### src/rtl/seg7_decode_monitor_if.sv
// Segment-bus loopback interface: the driver side presents the raw segment bus
// and a soft clear; the monitor side returns decoded digits and error status.
interface seg7_decode_monitor_if;
  logic [6:0] seg_in;
  logic       clear;
  logic [3:0] digit_out;
  logic       digit_valid;
  logic       seq_err;
  logic       bad_pattern;
  logic       timeout;
  logic [7:0] err_count;

  modport master (
    output seg_in, clear,
    input  digit_out, digit_valid, seq_err, bad_pattern, timeout, err_count
  );

  modport slave (
    input  seg_in, clear,
    output digit_out, digit_valid, seq_err, bad_pattern, timeout, err_count
  );
endinterface

### src/rtl/seg7_decode_monitor.sv
// Receive-side 7-segment checker: synchronise, debounce, decode to hex, and
// verify that accepted digits count up by one, flagging stalls and bad patterns.
module seg7_decode_monitor #(
  parameter int STABLE_CYCLES  = 4,
  parameter int TIMEOUT_CYCLES = 30_000_000,
  parameter int TMO_W          = 25
) (
  input logic                  clk,
  input logic                  rst_n,
  seg7_decode_monitor_if.slave bus
);

  localparam int CNT_W = (STABLE_CYCLES > 2) ? $clog2(STABLE_CYCLES) : 1;
  localparam logic [CNT_W-1:0] CNT_MAX   = CNT_W'(STABLE_CYCLES - 1);
  localparam logic [TMO_W-1:0] TMO_LIMIT = TMO_W'(TIMEOUT_CYCLES);

  typedef enum logic [1:0] {
    WAIT_FIRST = 2'd0,
    TRACK      = 2'd1,
    TIMED_OUT  = 2'd2
  } state_t;

  logic [6:0]       sync1_q, sync2_q;
  logic [6:0]       cand_q;
  logic [CNT_W-1:0] cnt_q;
  logic [6:0]       acc_q;
  state_t           state_q;
  logic [3:0]       digit_q;
  logic             dv_q, se_q, bp_q, timeout_q;
  logic [TMO_W-1:0] tmo_q;
  logic [7:0]       err_q;

  logic             accept_d;
  logic             blank_d;
  logic             dec_ok_d;
  logic [3:0]       dec_val_d;
  logic [TMO_W-1:0] tmo_d;

  // Returns {valid, hex value}; blank (00) is reported as not valid here.
  function automatic logic [4:0] seg_decode(input logic [6:0] p);
    case (p)
      7'h3F: seg_decode = 5'h10;
      7'h06: seg_decode = 5'h11;
      7'h5B: seg_decode = 5'h12;
      7'h4F: seg_decode = 5'h13;
      7'h66: seg_decode = 5'h14;
      7'h6D: seg_decode = 5'h15;
      7'h7D: seg_decode = 5'h16;
      7'h07: seg_decode = 5'h17;
      7'h7F: seg_decode = 5'h18;
      7'h6F: seg_decode = 5'h19;
      7'h77: seg_decode = 5'h1A;
      7'h7C: seg_decode = 5'h1B;
      7'h39: seg_decode = 5'h1C;
      7'h5E: seg_decode = 5'h1D;
      7'h79: seg_decode = 5'h1E;
      7'h71: seg_decode = 5'h1F;
      default: seg_decode = 5'h00;
    endcase
  endfunction

  function automatic logic [7:0] sat_inc(input logic [7:0] x);
    sat_inc = (x == 8'hFF) ? x : x + 8'd1;
  endfunction

  always_comb begin
    accept_d  = (cnt_q == CNT_MAX) && (cand_q != acc_q);
    blank_d   = (cand_q == 7'h00);
    {dec_ok_d, dec_val_d} = seg_decode(cand_q);
    tmo_d     = tmo_q + TMO_W'(1);
  end

  // Synchroniser and stability filter
  always_ff @(posedge clk or negedge rst_n) begin
    if (!rst_n) begin
      sync1_q <= 7'h00;
      sync2_q <= 7'h00;
      cand_q  <= 7'h00;
      cnt_q   <= '0;
    end else begin
      sync1_q <= bus.seg_in;
      sync2_q <= sync1_q;
      if (sync2_q != cand_q) begin
        cand_q <= sync2_q;
        cnt_q  <= '0;
      end else if (cnt_q != CNT_MAX) begin
        cnt_q <= cnt_q + CNT_W'(1);
      end
    end
  end

  // Accept handling, sequence check and stall detection
  always_ff @(posedge clk or negedge rst_n) begin
    if (!rst_n) begin
      state_q   <= WAIT_FIRST;
      acc_q     <= 7'h00;
      digit_q   <= 4'h0;
      dv_q      <= 1'b0;
      se_q      <= 1'b0;
      bp_q      <= 1'b0;
      timeout_q <= 1'b0;
      tmo_q     <= '0;
      err_q     <= 8'h00;
    end else begin
      dv_q <= 1'b0;
      se_q <= 1'b0;
      bp_q <= 1'b0;
      if (bus.clear) begin
        err_q     <= 8'h00;
        timeout_q <= 1'b0;
        state_q   <= WAIT_FIRST;
        acc_q     <= 7'h00;
        tmo_q     <= '0;
      end else if (accept_d) begin
        acc_q <= cand_q;
        tmo_q <= '0;
        if (blank_d) begin
          state_q   <= WAIT_FIRST;
          timeout_q <= 1'b0;
        end else if (dec_ok_d) begin
          digit_q   <= dec_val_d;
          dv_q      <= 1'b1;
          state_q   <= TRACK;
          timeout_q <= 1'b0;
          if ((state_q == TRACK) && (dec_val_d != 4'(digit_q + 4'd1))) begin
            se_q  <= 1'b1;
            err_q <= sat_inc(err_q);
          end
        end else begin
          // Invalid pattern: leave digit, state and expected value untouched.
          bp_q  <= 1'b1;
          err_q <= sat_inc(err_q);
        end
      end else if (state_q == TRACK) begin
        tmo_q <= tmo_d;
        if (tmo_d == TMO_LIMIT) begin
          timeout_q <= 1'b1;
          state_q   <= TIMED_OUT;
        end
      end
    end
  end

  assign bus.digit_out   = digit_q;
  assign bus.digit_valid = dv_q;
  assign bus.seq_err     = se_q;
  assign bus.bad_pattern = bp_q;
  assign bus.timeout     = timeout_q;
  assign bus.err_count   = err_q;

endmodule

### src/flat_wrapper.sv
// flat-port wrapper written by rule: the top's interface ports become plain ports
module seg7_decode_monitor_flat 
#(
  parameter int STABLE_CYCLES  = 4,
  parameter int TIMEOUT_CYCLES = 30_000_000,
  parameter int TMO_W          = 25
)
  (clk, rst_n, bus_seg_in, bus_clear, bus_digit_out, bus_digit_valid, bus_seq_err, bus_bad_pattern, bus_timeout, bus_err_count);
  seg7_decode_monitor_if bus_i ();
  input logic clk;
  input logic rst_n;
  input wire logic [$bits(bus_i.seg_in)-1:0] bus_seg_in;
  input wire logic [$bits(bus_i.clear)-1:0] bus_clear;
  output wire logic [$bits(bus_i.digit_out)-1:0] bus_digit_out;
  output wire logic [$bits(bus_i.digit_valid)-1:0] bus_digit_valid;
  output wire logic [$bits(bus_i.seq_err)-1:0] bus_seq_err;
  output wire logic [$bits(bus_i.bad_pattern)-1:0] bus_bad_pattern;
  output wire logic [$bits(bus_i.timeout)-1:0] bus_timeout;
  output wire logic [$bits(bus_i.err_count)-1:0] bus_err_count;
  assign bus_i.seg_in = bus_seg_in;
  assign bus_i.clear = bus_clear;
  assign bus_digit_out = bus_i.digit_out;
  assign bus_digit_valid = bus_i.digit_valid;
  assign bus_seq_err = bus_i.seq_err;
  assign bus_bad_pattern = bus_i.bad_pattern;
  assign bus_timeout = bus_i.timeout;
  assign bus_err_count = bus_i.err_count;
  seg7_decode_monitor #(.STABLE_CYCLES(STABLE_CYCLES), .TIMEOUT_CYCLES(TIMEOUT_CYCLES), .TMO_W(TMO_W)) u_core (.clk(clk), .rst_n(rst_n), .bus(bus_i));
endmodule
### config.mk
export PLATFORM = sky130hd
export DESIGN_NAME = seg7_decode_monitor_flat
export DESIGN_NICKNAME = d
export VERILOG_FILES = /design/src/rtl/seg7_decode_monitor_if.sv /design/src/rtl/seg7_decode_monitor.sv /design/src/flat_wrapper.sv
export SDC_FILE = /design/constraint.sdc
export NUM_CORES = 1
export LEC_CHECK = 0
export BUFFER_PORTS_ARGS = -buffer_cell sky130_fd_sc_hd__clkbuf_2
export CAP_MARGIN = 20
export CORE_ASPECT_RATIO = 0.9
export CORE_MARGIN = 3
export CORE_UTILIZATION = 40
export DETAILED_ROUTE_END_ITERATION = 6
export PLACE_DENSITY_LB_ADDON = 0.1
export SYNTH_ARGS = -nofsm -noshare
export SYNTH_HDL_FRONTEND = slang
export SYNTH_SLANG_ARGS = --single-unit
### constraint.sdc
create_clock -name clk -period 4.78 [get_ports clk]
set_clock_uncertainty 0.05 [all_clocks]
set_input_delay 0 -clock clk [delete_from_list [all_inputs] [get_ports clk]]
set_output_delay 0 -clock clk [all_outputs]
set_load 0.05 [all_outputs]
==> out/metrics.cfg <==
[place]
place_ws_ns=1.75
dpl_cell_area_um2=4030
place.gp.congestion=0.818
dp_hpwl_um=5070
dp_cells=516
numPortBuffers=25

[sta]
setup_slack_ns=1.73
fmax_mhz=328
layout_worst_path_cycle_share=0.639
rsz0062_at_grt=no
finalSetupTns_ns=0
finalSetupViolCount=0
finalHoldViolations=0
slew_headroom=0.334
finalMaxSlewViolations=0
worst_pin_slew_ns=1.00
fin_crit_ns=3.05

[worst_setup_path]
critPathKind=flip-flop to flip-flop
crit_path_cell_trace=or3b_1 > a211oi_1 > o22ai_1 > and3_1 > o31a_1 > nor3_4 > mux2i_1 > nor2_1
path_buf_inv=0
startpoint_type=flip-flop
arrival_ns=3.23
slowest_stage=dfrtp_1
cp-end-kind=flip-flop
cp.required_ns=4.95
critPathMaxFanout=20
crit_path_max_incr_delay_ns=0.76
critPathTopFamily=simple AND/OR/NAND/NOR gates

[clock_tree]
cts_tree=yes
post_cts_buffers=0
cts_buffer_depth=2
clk_latency_ns=0.35
cts_buffers=9
ctsResizeCount=0
htreeDepth=3
clkTransAtPathRegs_ns=0.08
cts-root-buf=clkbuf_8
numClockSinks=72

[yosys]
synth_xor_xnor_area_share=0.110
synth_warnings=0
synth.cell_area_um2=3890
postSynthCellCount=398
ys_seq_area_frac=0.463
ys_seq_elements=72
synthSimpleGateAreaFrac=0.244
netlist.top_cell.by_area=dfrtp_1
synth_top_family_by_area=simple AND/OR/NAND/NOR gates
ys_types=61
synth_area_per_cell_um2=9.79
synth_flop_cell=dfrtp_1
synthAdderAreaFrac=0.0128
synth-compound-area-share=0.0986
synth_edf_count=0
yosysTopAreaCellShare=0.463
synthArstFlopShare=1.00
synthesis.nets=412
synthTopCellsByArea=dfrtp_1 46%, xor2_1 7.4%, nor2_1 4.7%
muxShareOfSynthArea=0.0260

[drt]
vias_per_cell=5.39
drtIter0Drc=157
drc=0
drt_wl_total_um=7780
vias=2911
wl_per_cell_um=14.4
first_pass_iters=4
postRouteAntennaNets=0

[floorplan]
die_y_um=99.6
io_pins=26
core_um2=9290
fp.dieW_um=110
dieArea_um2=11000
rows=33
start_util=0.419

[pwr]
power.leakage_uw=0.00179
netSwitchingPower_uw=293
seqPwrFrac=0.517
swShare=0.239
p_per_area_nw_per_um2=284
power_frac_clock=0.440
comb_power_share=0.043
intPower_uw=936
ir_drop_v=0.000150

[global_routing]
grt_pass1_vias=2748
grt_overflow=0
grt_first_pass_wirelength_um=13600
track_usage=0.156
grt_max_degree=73
antenna_found_initial=0

[finish]
register_area_um2=1800
final_nets=427
multi_input_area_um2=1920
stdcell_count=540
fill_cells=905
n_antenna_cell=0
areaGrowthSynthToFinish_pct=11.1
fin_util=0.466
drive_above_1_share=0.132
final_cell_area_um2=4330

[hold_path]
hold_path.class=primary input to flip-flop

[flow_run]
drv_cap=0

[status]
run_status=completed

==> routing by layer <==
layer  share of wire  up-vias  track usage
met2            0.41       53        0.218
met4           0.011        0       0.0518
met3           0.039        9       0.0370
li1                -     1432            -
met1            0.54     1417        0.237
met5               0        -            0
==> power by group through the flow <==
stage / clock, uW / sequential, uW / combinational, uW
floorplan: 0 / 633 / 44.3
finish: 542 / 635 / 52.9
global route: 589 / 638 / 61.2
CTS: 563 / 635 / 54.6
detailed placement: 0 / 647 / 49.3
global placement: 0 / 647 / 49.0
==> through the flow <==
stage / total power, uW / hold WS, ns
final: 1230 / 0.0376
after floorplan: 678 / -0.346
after detailed placement: 697 / 0.0596
after global routing: 1290 / 0.0851
after global placement: 696 / 0.0578
after CTS: 1250 / 0.0394
==> timing repair <==
action | 4_1_cts | 5_1_grt
hold buffers | 8 | 0
hold endpoints to repair | 79 | 0
setup endpoints to repair | 0 | 0
==> layout make-up <==
cell class                 count  share of cell area
inverter                       7             0.00607
clock buffer                  10              0.0295
tap                          122              0.0353
clock inverter                 6              0.0214
timing repair buffer          34              0.0491
sequential                    72               0.416
multi-input combinational    289               0.442
==> worst reg2reg max path, delay by kind of cell (launching register included) <==
| kind | cells | cell delay [ns] |
|---|---|---|
| compound gates | 3 | 0.70 |
| mux | 1 | 0.24 |
| simple gates | 4 | 1.20 |
| flops | 1 | 0.76 |
==> sequential cells by signal, summed over array words and instances, names as in the netlist <==
signal,flops
u_core.cand_q,7
u_core.state_q,2
u_core.sync2_q,7
u_core.acc_q,7
u_core.bus.digit_out,4
u_core.bus.seq_err,1
u_core.bus.digit_valid,1
u_core.cnt_q,2
u_core.sync1_q,7
u_core.bus.bad_pattern,1
u_core.tmo_q,25
u_core.bus.err_count,8
==> layout by cell type (no fill, tap or decap), types with 3 or more instances in the layout <==
cell type,n
dfrtp_1,72
nor2_1,49
xor2_1,33
clkbuf_2,24
nand2_1,23
nand3_1,18
xnor2_1,16
a21oi_1,14
nand4_1,13
mux2i_1,9
clkbuf_8,9
or3_1,8
o21ai_1,8
dlygate4sd3_1,8
nor3_1,6
nand2b_1,6
a31oi_1,6
and3_1,6
inv_1,6
o21ai_0,6
nor4_1,6
nand3b_1,5
ha_1,4
or4_4,3
nor3b_1,3
nand4b_1,3
o31a_1,3
==> cell usage after synthesis, drive strengths merged (2+ instances only) <==
cell,n
dfrtp,72
nor2,49
xor2,33
nand2,23
nand3,19
buf,16
xnor2,16
a21oi,14
clkbuf,14
o21ai,14
nand4,13
mux2i,9
or3,8
inv,7
nand2b,7
nor3,7
nor4,7
a31oi,6
and3,6
nand3b,5
ha,4
or4,4
nand4b,3
nor3b,3
o31a,3
a211oi,2
and2,2
and4,2
nor4b,2
o21a,2
o22a,2
o311a,2
o31ai,2
o41ai,2
or2,2
or3b,2
==> final timing paths <==
path                                         from                      end  slack (ns)  cells after the start
worst max-delay path             u_core.cand_q[0]  u_core.bus.err_count[1]        1.73                      8
worst min-delay path                    bus_clear  u_core.bus.err_count[5]        0.04                      2
worst max register to register   u_core.cand_q[0]  u_core.bus.err_count[1]        1.73                      8
worst min register to register  u_core.sync1_q[2]        u_core.sync2_q[2]        0.30                      0
max in group asynchronous                   rst_n          u_core.tmo_q[4]        3.75                      3
min in group asynchronous                   rst_n  u_core.bus.err_count[2]        0.35                      3
==> cell families (layout without fill, tap and decap cells) <==
kind of cell               Yosys count  in the layout
AOI/OAI and AO/OA                   57             57
DFF                                 72             72
xor gates and xnor gates            49             49
buffers and inverters               37             57
muxes                               10             10
and+or+nand+nor                    169            169
adders and majority gates            4              4
Note: power is estimated with default switching activity, not from simulation.
